### src/rtl/alu_op_sequencer_if.sv
// alu_op_sequencer_if
// Groups the instruction handshake and the datapath control outputs of
// alu_op_sequencer into one bundle.
//   master : instruction source (drives instr_valid/instr, observes the rest)
//   slave  : the sequencer (samples instr_valid/instr, drives controls)
// Signals:
//   instr_valid/instr/instr_ready : instruction valid/ready handshake
//   busy                          : sequencer not idle
//   sel_a/sel_b                   : operand mux selects
//   imm_sel/imm_value             : immediate operand select and value
//   alu_op                        : effective ALU opcode
//   reg_wen                       : one-hot register bank write enable
//   flags_we                      : PSR flag write strobe
//   illegal                       : rejected-instruction pulse
interface alu_op_sequencer_if;
  logic        instr_valid;
  logic [15:0] instr;
  logic        instr_ready;
  logic        busy;
  logic [3:0]  sel_a;
  logic [3:0]  sel_b;
  logic        imm_sel;
  logic [15:0] imm_value;
  logic [3:0]  alu_op;
  logic [15:0] reg_wen;
  logic        flags_we;
  logic        illegal;

  modport master (
    output instr_valid, instr,
    input  instr_ready, busy, sel_a, sel_b, imm_sel, imm_value,
           alu_op, reg_wen, flags_we, illegal
  );

  modport slave (
    input  instr_valid, instr,
    output instr_ready, busy, sel_a, sel_b, imm_sel, imm_value,
           alu_op, reg_wen, flags_we, illegal
  );
endinterface

### src/rtl/alu_op_sequencer.sv
// alu_op_sequencer
// Sequences one register-register or register-immediate ALU instruction at a
// time through READ (operand selects stable), EXEC (mux outputs valid, ALU
// settles) and WB (register/flag write strobes). Instructions naming the
// reserved registers (index >= NUM_USABLE_REGS) are rejected with a one-cycle
// illegal pulse and never touch the register bank or flags.
// Ports:
//   clk   : clock, rising edge
//   reset : synchronous, active-high
//   bus   : alu_op_sequencer_if.slave (handshake + datapath controls)
module alu_op_sequencer #(
  parameter int         NUM_USABLE_REGS = 13,
  parameter logic [3:0] CMP_OP          = 4'hB,
  parameter bit         IMM_SIGN_EXT    = 1'b1
) (
  input  logic               clk,
  input  logic               reset,
  alu_op_sequencer_if.slave  bus
);

  localparam logic [4:0] REG_LIM = 5'(NUM_USABLE_REGS);

  typedef enum logic [2:0] {
    S_IDLE,
    S_READ,
    S_EXEC,
    S_WB,
    S_ERR
  } state_t;

  state_t      r_state;
  logic [3:0]  r_sel_a;
  logic [3:0]  r_sel_b;
  logic        r_imm_sel;
  logic [15:0] r_imm_value;
  logic [3:0]  r_alu_op;
  logic [15:0] r_reg_wen;
  logic        r_flags_we;
  logic        r_illegal;

  // Instruction field decode, only consumed on a transfer.
  logic [3:0]  w_op;
  logic [3:0]  w_rdest;
  logic [3:0]  w_ext;
  logic [3:0]  w_rsrc;
  logic [15:0] w_imm;
  logic        w_illegal;

  assign w_op    = bus.instr[15:12];
  assign w_rdest = bus.instr[11:8];
  assign w_ext   = bus.instr[7:4];
  assign w_rsrc  = bus.instr[3:0];
  assign w_imm   = IMM_SIGN_EXT ? {{8{bus.instr[7]}}, bus.instr[7:0]}
                                : {8'h00, bus.instr[7:0]};

  // rsrc only names a register in register form; in immediate form it is
  // the low nibble of the immediate and is not range-checked.
  assign w_illegal = ({1'b0, w_rdest} >= REG_LIM) ||
                     ((w_op == 4'h0) && ({1'b0, w_rsrc} >= REG_LIM));

  always_ff @(posedge clk) begin
    if (reset) begin
      r_state     <= S_IDLE;
      r_sel_a     <= '0;
      r_sel_b     <= '0;
      r_imm_sel   <= 1'b0;
      r_imm_value <= '0;
      r_alu_op    <= '0;
      r_reg_wen   <= '0;
      r_flags_we  <= 1'b0;
      r_illegal   <= 1'b0;
    end else begin
      // Strobes default low so each one is a single-cycle pulse.
      r_reg_wen  <= '0;
      r_flags_we <= 1'b0;
      r_illegal  <= 1'b0;
      case (r_state)
        S_IDLE: begin
          if (bus.instr_valid) begin
            if (w_illegal) begin
              // Rejected instructions leave the operand selects untouched
              // so the datapath keeps its last stable configuration.
              r_state   <= S_ERR;
              r_illegal <= 1'b1;
            end else begin
              r_state     <= S_READ;
              r_sel_a     <= w_rdest;
              r_sel_b     <= w_rsrc;
              r_imm_sel   <= (w_op != 4'h0);
              r_imm_value <= w_imm;
              r_alu_op    <= (w_op == 4'h0) ? w_ext : w_op;
            end
          end
        end
        S_READ: r_state <= S_EXEC;
        S_EXEC: begin
          // Strobes are set on the way into WB so they are registered
          // outputs that are high exactly during the WB cycle.
          r_state    <= S_WB;
          r_flags_we <= 1'b1;
          if ((r_alu_op != CMP_OP) && ({1'b0, r_sel_a} < REG_LIM))
            r_reg_wen <= 16'h0001 << r_sel_a;
        end
        S_WB:    r_state <= S_IDLE;
        S_ERR:   r_state <= S_IDLE;
        default: r_state <= S_IDLE;
      endcase
    end
  end

  assign bus.instr_ready = (r_state == S_IDLE) & ~reset;
  assign bus.busy        = (r_state != S_IDLE);
  assign bus.sel_a       = r_sel_a;
  assign bus.sel_b       = r_sel_b;
  assign bus.imm_sel     = r_imm_sel;
  assign bus.imm_value   = r_imm_value;
  assign bus.alu_op      = r_alu_op;
  assign bus.reg_wen     = r_reg_wen;
  assign bus.flags_we    = r_flags_we;
  assign bus.illegal     = r_illegal;

endmodule

### src/flat_wrapper.sv
// flat-port wrapper written by rule: the top's interface ports become plain ports
module alu_op_sequencer_flat 
#(
  parameter int         NUM_USABLE_REGS = 13,
  parameter logic [3:0] CMP_OP          = 4'hB,
  parameter bit         IMM_SIGN_EXT    = 1'b1
)
  (clk, reset, bus_instr_valid, bus_instr, bus_instr_ready, bus_busy, bus_sel_a, bus_sel_b, bus_imm_sel, bus_imm_value, bus_alu_op, bus_reg_wen, bus_flags_we, bus_illegal);
  alu_op_sequencer_if bus_i ();
  input  logic clk;
  input  logic reset;
  input wire logic [$bits(bus_i.instr_valid)-1:0] bus_instr_valid;
  input wire logic [$bits(bus_i.instr)-1:0] bus_instr;
  output wire logic [$bits(bus_i.instr_ready)-1:0] bus_instr_ready;
  output wire logic [$bits(bus_i.busy)-1:0] bus_busy;
  output wire logic [$bits(bus_i.sel_a)-1:0] bus_sel_a;
  output wire logic [$bits(bus_i.sel_b)-1:0] bus_sel_b;
  output wire logic [$bits(bus_i.imm_sel)-1:0] bus_imm_sel;
  output wire logic [$bits(bus_i.imm_value)-1:0] bus_imm_value;
  output wire logic [$bits(bus_i.alu_op)-1:0] bus_alu_op;
  output wire logic [$bits(bus_i.reg_wen)-1:0] bus_reg_wen;
  output wire logic [$bits(bus_i.flags_we)-1:0] bus_flags_we;
  output wire logic [$bits(bus_i.illegal)-1:0] bus_illegal;
  assign bus_i.instr_valid = bus_instr_valid;
  assign bus_i.instr = bus_instr;
  assign bus_instr_ready = bus_i.instr_ready;
  assign bus_busy = bus_i.busy;
  assign bus_sel_a = bus_i.sel_a;
  assign bus_sel_b = bus_i.sel_b;
  assign bus_imm_sel = bus_i.imm_sel;
  assign bus_imm_value = bus_i.imm_value;
  assign bus_alu_op = bus_i.alu_op;
  assign bus_reg_wen = bus_i.reg_wen;
  assign bus_flags_we = bus_i.flags_we;
  assign bus_illegal = bus_i.illegal;
  alu_op_sequencer #(.NUM_USABLE_REGS(NUM_USABLE_REGS), .CMP_OP(CMP_OP), .IMM_SIGN_EXT(IMM_SIGN_EXT)) u_core (.clk(clk), .reset(reset), .bus(bus_i));
endmodule
### config.mk
export PLATFORM = sky130hd
export DESIGN_NAME = alu_op_sequencer_flat
export DESIGN_NICKNAME = d
export VERILOG_FILES = /design/src/rtl/alu_op_sequencer_if.sv /design/src/rtl/alu_op_sequencer.sv /design/src/flat_wrapper.sv
export SDC_FILE = /design/constraint.sdc
export NUM_CORES = 1
export LEC_CHECK = 0
export ABC_AREA = 1
export CAP_MARGIN = 40
export CORE_MARGIN = 3
export CORE_UTILIZATION = 41
export CTS_CLUSTER_DIAMETER = 60
export DETAILED_ROUTE_END_ITERATION = 7
export MAX_ROUTING_LAYER = met4
export PLACE_DENSITY = 0.78
export SYNTH_ARGS = -nofsm -noshare
export SYNTH_HDL_FRONTEND = slang
export SYNTH_SLANG_ARGS = --single-unit
### constraint.sdc
create_clock -name clk -period 1.5 [get_ports clk]
set_input_delay 0.3 -clock clk [delete_from_list [all_inputs] [get_ports clk]]
set_output_delay 0.3 -clock clk [all_outputs]
set_load 0.02 [all_outputs]
== After elaboration in Yosys (flattened, before gate mapping) ==
Index checks and enable logic that the tools add are counted.

* Flip-flop bits (word level): 42
* Input port bits: 19
* Output and inout bits: 49
* Logic and storage cells: 40

* $lt $le $gt $ge: 3
* Equal/unequal tests: 4
* Shift-type cells: 1
* Mux-type cells: 6
* Bitwise operators: 7
* Reductions and logical operators: 10

{| class="wikitable"
|+ Operator list
! kind !! count
|-
| 1-bit by 4-bit << shifter with 16-bit output, first input constant || 1
|-
| 3-bit case mux with 3 select lines || 1
|-
| 4-bit >= comparator, second input constant || 2
|-
| 3-bit 2-to-1 mux || 2
|-
| 1-bit NOT || 6
|-
| 3-bit OR reduction || 2
|-
| 4-bit zero test || 1
|-
| 4-bit < comparator, second input constant || 1
|-
| 4-bit 2-to-1 mux || 1
|-
| 4-bit inequality test, second input constant || 1
|-
| 4-bit nonzero test || 1
|-
| 3-bit by 1-bit equality test with 1-bit output, second input constant || 1
|-
| 3-bit by 2-bit equality test with 1-bit output, second input constant || 1
|-
| 3-bit zero test || 1
|-
| 3-bit AND reduction || 1
|-
| 3-bit nonzero test || 1
|-
| 1-bit logical AND || 2
|-
| 1-bit 2-to-1 mux || 2
|-
| 2-bit inequality test, second input constant || 1
|-
| 1-bit bitwise AND || 1
|-
| 1-bit logical OR || 1
|}

== Logic depth before layout (Yosys ltp) ==
Gate-level depths: netlist of run 1.

* Depth after elaboration: 6
* Depth in mapped cells: 9
* Mapped depth without buffers: 8

== Worst setup path after synthesis of run 1 ==
Ideal clock, no wire load.

* Kind: register -> register
* Start: register u_core.r_state[0]
* End: register u_core.r_imm_sel (netlist: u_core.bus.imm_sel)
* Setup time: 0.113 ns
* Arrival time: 1.056 ns
* Data required time: 1.387 ns
* Setup slack: 0.332 ns
* Cell stages (with the launch flop): 6
* Buffers on the path: 1
* Clock period less this slack: 1.168 ns
* Cell sequence: dfxtp_1 > nor3_4 > nand4_4 > buf_4 > nor2_1 > nor2_1

* Word-level cells in the longest chain between the ends: 2

{| class="wikitable"
|+ RTL lines
! element !! line !! text
|-
| from (decl) || alu_op_sequencer.sv:31 || <nowiki>state_t r_state;</nowiki>
|-
| from (signal assigned) || alu_op_sequencer.sv:63 || <nowiki>r_state <= S_IDLE;</nowiki>
|-
| from (signal assigned) || alu_op_sequencer.sv:83 || <nowiki>r_state <= S_ERR;</nowiki>
|-
| from (signal assigned) || alu_op_sequencer.sv:86 || <nowiki>r_state <= S_READ;</nowiki>
|-
| 3-bit zero test || alu_op_sequencer.sv:77 || <nowiki>case (r_state)</nowiki>
|-
| 3-bit AND reduction (no line) || - ||
|-
| to (signal assigned) || alu_op_sequencer.sv:89 || <nowiki>r_imm_sel <= (w_op != 4'h0);</nowiki>
|-
| to (decl) || alu_op_sequencer.sv:34 || <nowiki>logic r_imm_sel;</nowiki>
|}

Every way passes these cells.
A chain may end at the register's enable or synchronous reset.

== Worst setup path after layout of run 1 ==
* Start: register u_core.r_state[0]
* End: output bus_busy

* Word-level cells in the longest chain between the ends: 1

{| class="wikitable"
|+ RTL lines
! element !! line !! text
|-
| 3-bit nonzero test || alu_op_sequencer.sv:112 || <nowiki>assign bus.busy = (r_state != S_IDLE);</nowiki>
|-
| to (decl) || flat_wrapper.sv:15 || <nowiki>output wire logic [$bits(bus_i.busy)-1:0] bus_busy;</nowiki>
|}

Every way passes these cells.

==> run metrics, run 1 <==
outcome complete, no violations; height of the die 67.5 µm; port bufs 67; CP bufs+invs 3; DP Wirelength 2650 µm; max-cap violations 0; r2r setup slk 0.16 ns; Root Driver clkbuf_8; fin worst setup slack 0.0659 ns; sequential area share after synthesis 0.490; Netlist cell types 19; LEAKAGE 0.00147 µW; worst skew pair latency 0.28 ns; clock slew at reported path FFs 0.08 ns; number of I/O pins 68; first-pass GRT wire length 5700 µm; critical path type reg2out; Final Non-Filler Cells 332; Initial Util 0.444; layout cells sized above 1 0.112; Final nets 304; TritonCTS sink count 38; CP Max Fanout 2; crit-path max cell delay 0.33 ns; drt total wl 3440 µm; largest net degree at the start of global routing 20; Post-synth EDFFs 0; Mapped Area 1550 µm²; Req. time, crit path 1.20 ns; vias in the first global route 1330; Critical Path Slowest Stage Cell dfxtp_1; cell count along the critical path 4; detailed-route vias per instance 4.30; R2R depth 6; top routing layer in use met4; top post-synthesis cells by area dfxtp_1 49%, nand2_1 13%, nor2_1 12%; Longest Clk Path Bufs 2; Synth top area share 0.490; critical path launch point type flop; area leader, netlist dfxtp_1; start point of the critical path u_core.r_state[0]$_SDFFE_PP0P_; # rows 21; Async SR Flop Fraction 0; Min-Delay Path Class reg2reg; via count 1426; Hold Fails Final Rpt 0; DR pass1 iterations 4; gr ovfl total 0; antenna fix cells 0; Overall Global Routing Usage 0.172; Avg Cell Area, Syn 7.32 µm²; multi-input logic area 561 µm²; CTS tree yes; routed length per placed instance 10.4 µm; Synth top cells by count 54 x nand2_1, 50 x nor2_1, 38 x dfxtp_1; metal3 WL 283 µm; Residual DRC 0; post-layout minimum cycle time 1.43 ns; Worst Setup End Kind output port; register bit total from synthesis 38; top_reg_cell synth dfxtp_1; Final Wtd Congestion 0.781; wl on met1 1520 µm; Synth Instances 212; DRT iter0 DRCs 59; setup violators final 0; PD cells 1120 nW/µm²; number of setup buffers added after CTS 0; die width 67.5 µm; fmax 697 MHz; post-route clock skew 0.00659 ns; end of the worst register-to-register path u_core.bus.reg_wen[12]$_SDFF_PP0_; Final Slew Violations 0; period utilisation layout 0.956; Num CTS Buffers 5; yosys warns 0; CTS H-tree depth 2; pre-CTS setup slack -0.327 ns; Core Area 3490 µm²; DP Cell Count 324; number of fill cells 322; routed wl met2 1590 µm; initial antenna violation count 0; synthesis-to-layout area growth 53.1%; Worst R2R Start u_core.r_state[0]$_SDFFE_PP0P_; VDD IR max 681 µV; worst path arrival time 1.13 ns; Top Family by Delay on Critical Path flip-flops; last element of the critical path bus_busy; Register Area 762 µm²; count leader, synth nand2_1; CP Cell Sequence nor3_4 -> buf_4 -> inv_1 -> buf_2; Die ar. 4560 µm²; remaining antenna violation count 0; final core utilization 0.680
-- final cells by class --
class	instances	area share
Inverter	30	0.0474
Tap cell	46	0.0242
Timing Repair Buffer	81	0.332
Multi-Input combinational cell	129	0.236
Clock buffer	6	0.0348
Clock inverter	2	0.00527
Sequential cell	38	0.321
-- sequential cells by signal, indices dropped and copies added (netlist names) --
name and count:
u_core.bus.alu_op 4, u_core.bus.illegal 1, u_core.bus.flags_we 1, u_core.bus.reg_wen 16, u_core.bus.imm_sel 1, u_core.r_state 3, u_core.bus.imm_value 8, u_core.bus.sel_a 4
-- routing by layer --
layer	vias up	global-route usage
met2	40	0.277
met4	0	0.0759
met1	622	0.194
met3	4	0.0566
li1	760	-
met5	-	-
-- tightest hold or removal path: cells and delay by family (launching register included) --
family	cells	cell delay, ns
buffers and inverters	1	0.05
DFF	1	0.31
and+or+nand+nor	3	0.12
-- cell families after synthesis --
group,after synthesis,synth area share
AOI/OAI and AO/OA,6,0.0218
buffers and inverters,47,0.156
DFF,38,0.490
other,1,0.00242
and+or+nand+nor,120,0.329
-- through the flow --
| step | hold slack, ns | TNS, ns | cell area, µm² | total power (µW) |
|---|---|---|---|---|
| 6_report | 0.515 | 0 | 2380 | 2660 |
| 5_1_grt | 0.555 | -0.0173 | 2380 | 2820 |
| 4_1_cts | 0.512 | 0 | 2330 | 2680 |
| 3_5_place_dp | 0.503 | -4.44 | 2290 | 2060 |
| 3_3_place_gp | 0.498 | -3.03 | 2290 | 2050 |
| 2_1_floorplan | 0.369 | 0 | 1560 | 1690 |
-- where the power goes --
group	internal [µW]	switching (µW)	total (µW)
registers	1090	61.6	1160
clock network	369	349	718
logic	334	453	787
-- worst min path at each step --
stage                                         start                                   end  slack (ns)  cells past startpoint
2_1_floorplan                                 reset        u_core.r_state[1]$_SDFFE_PP0P_        0.37                      1
3_3_place_gp        u_core.bus.imm_sel$_SDFFE_PP0P_       u_core.bus.imm_sel$_SDFFE_PP0P_        0.50                      4
3_5_place_dp        u_core.bus.imm_sel$_SDFFE_PP0P_       u_core.bus.imm_sel$_SDFFE_PP0P_        0.50                      4
4_1_cts             u_core.bus.imm_sel$_SDFFE_PP0P_       u_core.bus.imm_sel$_SDFFE_PP0P_        0.51                      4
5_1_grt        u_core.bus.imm_value[5]$_SDFFE_PP0P_  u_core.bus.imm_value[5]$_SDFFE_PP0P_        0.55                      4
6_report       u_core.bus.imm_value[5]$_SDFFE_PP0P_  u_core.bus.imm_value[5]$_SDFFE_PP0P_        0.52                      4
-- repair_timing --
item,CTS,global route
endpoints found under the hold margin,0,0
endpoints found under the setup margin,35,28
resized for setup,41,17
hold buffers,0,0
-- layout by cell type, fill, tap and decap left out, types with 3 or more instances in the layout --
cell,n
inv_1,30
dlymetal6s2s_1,14
nand2_1,54
buf_4,11
a21oi_1,4
clkdlybuf4s50_1,18
nor2_1,50
dfxtp_1,37
dlygate4sd2_1,33
clkbuf_8,6
nand3_1,8
conb_1,3
Power figures use the tool's default switching activity.
==> run 2: changes to the inputs <==
CORE_UTILIZATION = 43   (was 41)
CTS_BUF_LIST = sky130_fd_sc_hd__clkbuf_4   (was unset)
PLACE_DENSITY = 0.82   (was 0.78)
==> run 2 against run 1 <==
Against the previous run: clock skew grew 0.0019 ns; final cell count shrank 0.60%; critical path type unchanged; fmax shrank 3.7%; critical endpoint unchanged; first-iteration DRC count up 63%; worst hold slack better by 0.0016 ns; non-clock buffer count fell by 2; clock power is 19% higher; register-to-register slack worse by 0.06 ns; final area down 1.6%; clock-buffer cell count decreased by 1.
==> run metrics, run 2 (same netlist as run 1, synthesis figures left out) <==
Residual DRC 0 (unchanged); CTS tree yes; Root Driver clkbuf_4; CP Max Fanout 2 (unchanged); PD cells 1210 nW/µm² (+7.7%); hold_buf cts 0 (unchanged); via count 1408 (-1.3%); setup violators final 0 (unchanged); remaining antenna violation count 0 (unchanged); sequential share of power 0.411 (-0.024); Most common cell on crit path buf_6; vias in the first global route 1285 (-3.4%); DRT iter0 DRCs 96 (+63%); Min-Delay Path Depth 2 (-2); initial antenna violation count 0 (unchanged); Power, Total 2820 µW (+6.0%); max reg flops 16 (unchanged); largest net degree at the start of global routing 20 (unchanged); CP Cell Sequence nor3_4 -> buf_6 -> inv_4 -> buf_6; critical path type reg2out; Final nets 302 (-0.66%); Hold Fails Final Rpt 0 (unchanged); critical path launch point type flop; port bufs 67 (unchanged); drt total wl 3390 µm (-1.7%); crit-path max cell delay 0.36 ns (+0.03 ns); detailed-route vias per instance 4.27 (-0.66%); period utilisation layout 0.993 (+0.0367); Min-Delay Path Class in2reg; RSZ-0062 raised after global routing yes; Req. time, crit path 1.20 ns (about the same); Overall Global Routing Usage 0.174 (+0.00158); first-pass GRT wire length 5560 µm (-2.4%); Initial Util 0.454 (+0.0102); outcome complete, no violations; post-layout minimum cycle time 1.49 ns (+0.0550 ns); start point of the critical path u_core.r_state[1]$_SDFFE_PP0P_; height of the die 66.1 µm (-2.1%); fmax 672 MHz (-3.7%); antenna fix cells 0 (unchanged); post-route clock skew 0.00850 ns (+0.00190 ns); Critical Path Slowest Stage Cell dfxtp_2; worst skew pair latency 0.33 ns (+0.05 ns); gr ovfl total 0 (unchanged); switch share 0.303 (-0.0216); Internal 1970 µW (+9.4%); layout cells sized above 1 0.120 (+0.00783); Core Area 3420 µm² (-2.3%); clock slew at reported path FFs 0.12 ns (+0.04 ns); Worst R2R Start u_core.r_state[1]$_SDFFE_PP0P_; hold wc startpoint reset; DP Wirelength 2560 µm (-3.1%); Longest Clk Path Bufs 2 (unchanged); # rows 21 (unchanged); DR pass1 iterations 4 (unchanged); most common cell after layout, fill and taps aside nand2_1; Worst Setup End Kind output port; die width 66.1 µm (-2.1%); Final Wtd Congestion 0.821 (+5.1%); LEAKAGE 0.00128 µW (-13%); Die ar. 4360 µm² (-4.2%); Comb pwr share 0.286 (-0.010); R2R depth 7 (+1); CTS H-tree depth 2 (unchanged); synthesis-to-layout area growth 50.6%; max-cap violations 0 (unchanged); clock share of power 0.302 (+0.032); sw power 854 µW (-1.1%); routed length per placed instance 10.3 µm (-1.1%); number of I/O pins 68 (unchanged); TritonCTS sink count 38 (unchanged); most frequent cells in the layout 54 x nand2_1, 50 x nor2_1, 47 x dlygate4sd2_1; final core utilization 0.684 (+0.00433); Num CTS Buffers 5 (unchanged); worst path arrival time 1.19 ns (+0.06 ns); Final Slew Violations 0 (unchanged); VDD IR max 665 µV (-2.4%)
[run 2: cell count changes in the layout (fill, tap and decap cells not counted), moves of 2 or more]
cell and delta:
dfxtp_1 -2, dfxtp_2 +2, clkbuf_4 +5, clkbuf_8 -6, buf_4 -2, dlygate4sd2_1 +14, inv_1 -2, bufinv_16 +2
buf_6 +2, buf_2 -2, dlymetal6s2s_1 -14
[run 2: path summary, 6_finish.rpt]
kind,end,slack (ns)
max reg2reg,u_core.bus.alu_op[2]$_SDFFE_PP0P_,0.10
min reg2reg,u_core.bus.imm_sel$_SDFFE_PP0P_,0.52
min,u_core.r_state[1]$_SDFFE_PP0P_,0.52
max,bus_busy,0.01
[run 2: repair_timing]
item,in CTS,in global routing
buffers inserted,0,0
gates resized for setup,57,10
endpoints found under the setup margin,49,7
pin swaps,0,1
[run 2: critical path, delay by kind of cell, from the launching register on]
family,cells,cell delay (ns)
AND/OR/NAND/NOR,1,0.22
buffers and inverters,3,0.28
flip-flops,1,0.36
[run 2: per-layer routing]
metal,vias up,share of wire,GRT usage
li1,754,-,-
met1,598,0.42,0.197
met2,52,0.48,0.282
met3,4,0.084,0.0595
met4,0,0.012,0.0685
met5,-,0,-
[run 2: area by class of cell]
type,count,area (µm²)
Inverter,30,115
Clock buffer,5,37.5
Clock inverter,3,68.8
Tap cell,46,57.6
Sequential cell,38,764
Multi-Input combinational cell,129,561
Timing Repair Buffer,79,733
Fill cell,311,1080
[run 2: per-stage QoR]
stage	setup WS, ns	area [µm²]	setup TNS, ns	hold slack [ns]	std cells
4_1_cts	-0.0138	2310	-0.0138	0.516	330
3_5_place_dp	-0.307	2270	-4.04	0.500	322
6_report	0.0110	2340	0	0.517	330
3_3_place_gp	-0.296	2270	-3.00	0.497	322
2_1_floorplan	0.332	1560	0	0.369	214
5_1_grt	-0.0647	2340	-0.139	0.519	330
[run 2: power by group through the flow]
| stage | logic, µW | clock network [µW] | registers (µW) |
|---|---|---|---|
| 6_report | 808 | 852 | 1160 |
| 5_1_grt | 894 | 926 | 1170 |
| 4_1_cts | 782 | 878 | 1160 |
| 3_5_place_dp | 869 | 0 | 1180 |
| 3_3_place_gp | 859 | 0 | 1180 |
| 2_1_floorplan | 420 | 0 | 1270 |
==> run 3: changes to the inputs <==
CTS_CLUSTER_DIAMETER = 40   (was 60)
PLACE_DENSITY = 0.81   (was 0.82)
==> run 3 against run 2 <==
Against the previous run: largest power group unchanged; routed wire length is essentially flat; first-iteration DRC count shrank 4.2%; setup slack gained 0.012 ns; fmax grew 0.79%; total power shrank 12%; sequential power is essentially flat; global-route usage shrank 1.0 points; register-to-register slack is essentially flat; sequential share of layout area grew 0.28 points.
==> run metrics, run 3 (same netlist as run 1, synthesis figures left out) <==
gr ovfl total 0 (unchanged); antenna fix cells 0 (unchanged); outcome complete, no violations; number of fill cells 313 (+0.64%); remaining antenna violation count 0 (unchanged); Residual DRC 0 (unchanged); Req. time, crit path 1.20 ns (about the same); post-layout minimum cycle time 1.48 ns (-0.0117 ns); fmax 677 MHz (+0.79%); Longest Clk Path Bufs 2 (unchanged); Final nets 302 (unchanged); # rows 21 (unchanged); post-route clock skew 0.00682 ns (-0.00168 ns); port bufs 67 (unchanged); most frequent cells in the layout 54 x nand2_1, 49 x nor2_1, 46 x dlygate4sd2_1; CP Cell Sequence nor3_4 -> buf_4 -> inv_1 -> buf_6; Min-Delay Path Class reg2reg; Die ar. 4360 µm² (unchanged); Critical Path Slowest Stage Cell dfxtp_2; height of the die 66.1 µm (unchanged); detailed-route vias per instance 4.26 (-0.21%); worst path arrival time 1.18 ns (about the same); Register Area 764 µm² (unchanged); critical path type reg2out; die width 66.1 µm (unchanged); layout cells sized above 1 0.116 (-0.00352); PD cells 1080 nW/µm² (-11%); RSZ-0062 raised after global routing yes; max-cap violations 0 (unchanged); Root Driver clkbuf_4; clock slew at reported path FFs 0.11 ns (about the same); Top Family by Delay on Critical Path flip-flops; most common cell after layout, fill and taps aside nand2_1; CTS tree yes; period utilisation layout 0.985 (-0.00782); sum of negative setup slack 0 ns (unchanged); Final Wtd Congestion 0.755 (-8.1%); LEAKAGE 0.00126 µW (-1.1%); setup violators final 0 (unchanged); vias in the first global route 1224 (-4.7%); pre-CTS setup slack -0.300 ns (+0.00728 ns); Final Slew Violations 0 (unchanged); CP Max Fanout 2 (unchanged); DRT iter0 DRCs 92 (-4.2%); Hold Fails Final Rpt 0 (unchanged); worst skew pair latency 0.33 ns (about the same); CP bufs+invs 3 (unchanged); Worst Setup End Kind output port; DP Wirelength 2510 µm (-2.2%); max reg flops 16 (unchanged); VDD IR max 541 µV (-19%); first-pass GRT wire length 5340 µm (-4.0%); critical path launch point type flop; Initial Util 0.454 (unchanged); Power, Total 2490 µW (-12%); Overall Global Routing Usage 0.163 (-0.0103); synthesis-to-layout area growth 49.4%; fin worst setup slack 0.0227 ns (+0.0117 ns); TritonCTS sink count 38 (unchanged); CTS H-tree depth 2 (unchanged); multi-input logic area 563 µm² (+0.45%); routed length per placed instance 10.3 µm (about the same); crit-path max cell delay 0.35 ns (about the same); DR pass1 iterations 4 (unchanged); via count 1405 (-0.21%); number of I/O pins 68 (unchanged); largest net degree at the start of global routing 20 (unchanged); initial antenna violation count 0 (unchanged); Final Non-Filler Cells 330 (unchanged); Num CTS Buffers 5 (unchanged); DP Cell Count 320 (-0.62%); Core Area 3420 µm² (unchanged); drt total wl 3380 µm (about the same)
==> run 3: worst paths after layout <==
check | startpoint | endpoint | depth (start not counted) | slack [ns]
setup / recovery | u_core.r_state[1]$_SDFFE_PP0P_ | bus_busy | 4 | 0.02
hold / removal | u_core.bus.imm_sel$_SDFFE_PP0P_ | u_core.bus.imm_sel$_SDFFE_PP0P_ | 4 | 0.52
setup reg to reg | u_core.r_state[1]$_SDFFE_PP0P_ | u_core.bus.sel_a[2]$_SDFFE_PP0P_ | 7 | 0.09
hold reg to reg | u_core.bus.imm_sel$_SDFFE_PP0P_ | u_core.bus.imm_sel$_SDFFE_PP0P_ | 4 | 0.52
==> run 3: through the flow <==
step | hold WS [ns] | area (µm²) | utilization
after detailed placement | 0.505 | 2260 | 0.661
after CTS | 0.513 | 2250 | 0.659
after global routing | 0.528 | 2320 | 0.678
after floorplan | 0.369 | 1560 | -
final | 0.519 | 2320 | 0.678
after global placement | 0.497 | 2260 | 0.661
==> run 3: cell type report <==
cell class,instances,area share
Timing Repair Buffer,79,0.330
Clock buffer,5,0.0162
Tap cell,46,0.0248
Clock inverter,3,0.00702
Inverter,30,0.0486
Multi-Input combinational cell,129,0.243
Sequential cell,38,0.330
==> run 3: worst register-to-register path: cells and delay by family, from the launching register on <==
family,cells,cell delay [ns]
buffers and inverters,3,0.48
DFF,1,0.35
and+or+nand+nor,4,0.50
==> run 3: where the power goes <==
group | internal, µW | leakage (µW) | switching, µW | total (µW)
clock network | 174 | 0.0000286 | 318 | 492
registers | 1100 | 0.000312 | 62.8 | 1160
logic | 373 | 0.000923 | 467 | 840
total | 1640 | 0.00126 | 848 | 2490
==> run 3: repair_timing <==
action / 4_1_cts / 5_1_grt
pin swaps: 0 / 3
buffers inserted: 1 / 0
cloned: 0 / 2
gates resized for setup: 56 / 10
setup endpoints to repair: 49 / 31
hold buffers: 0 / 0
==> run 3: per-layer routing <==
layer  GRT usage  wire (µm)
met3      0.0527        224
met4      0.0533         31
met1       0.194       1460
met2       0.263       1660
met5           -          0
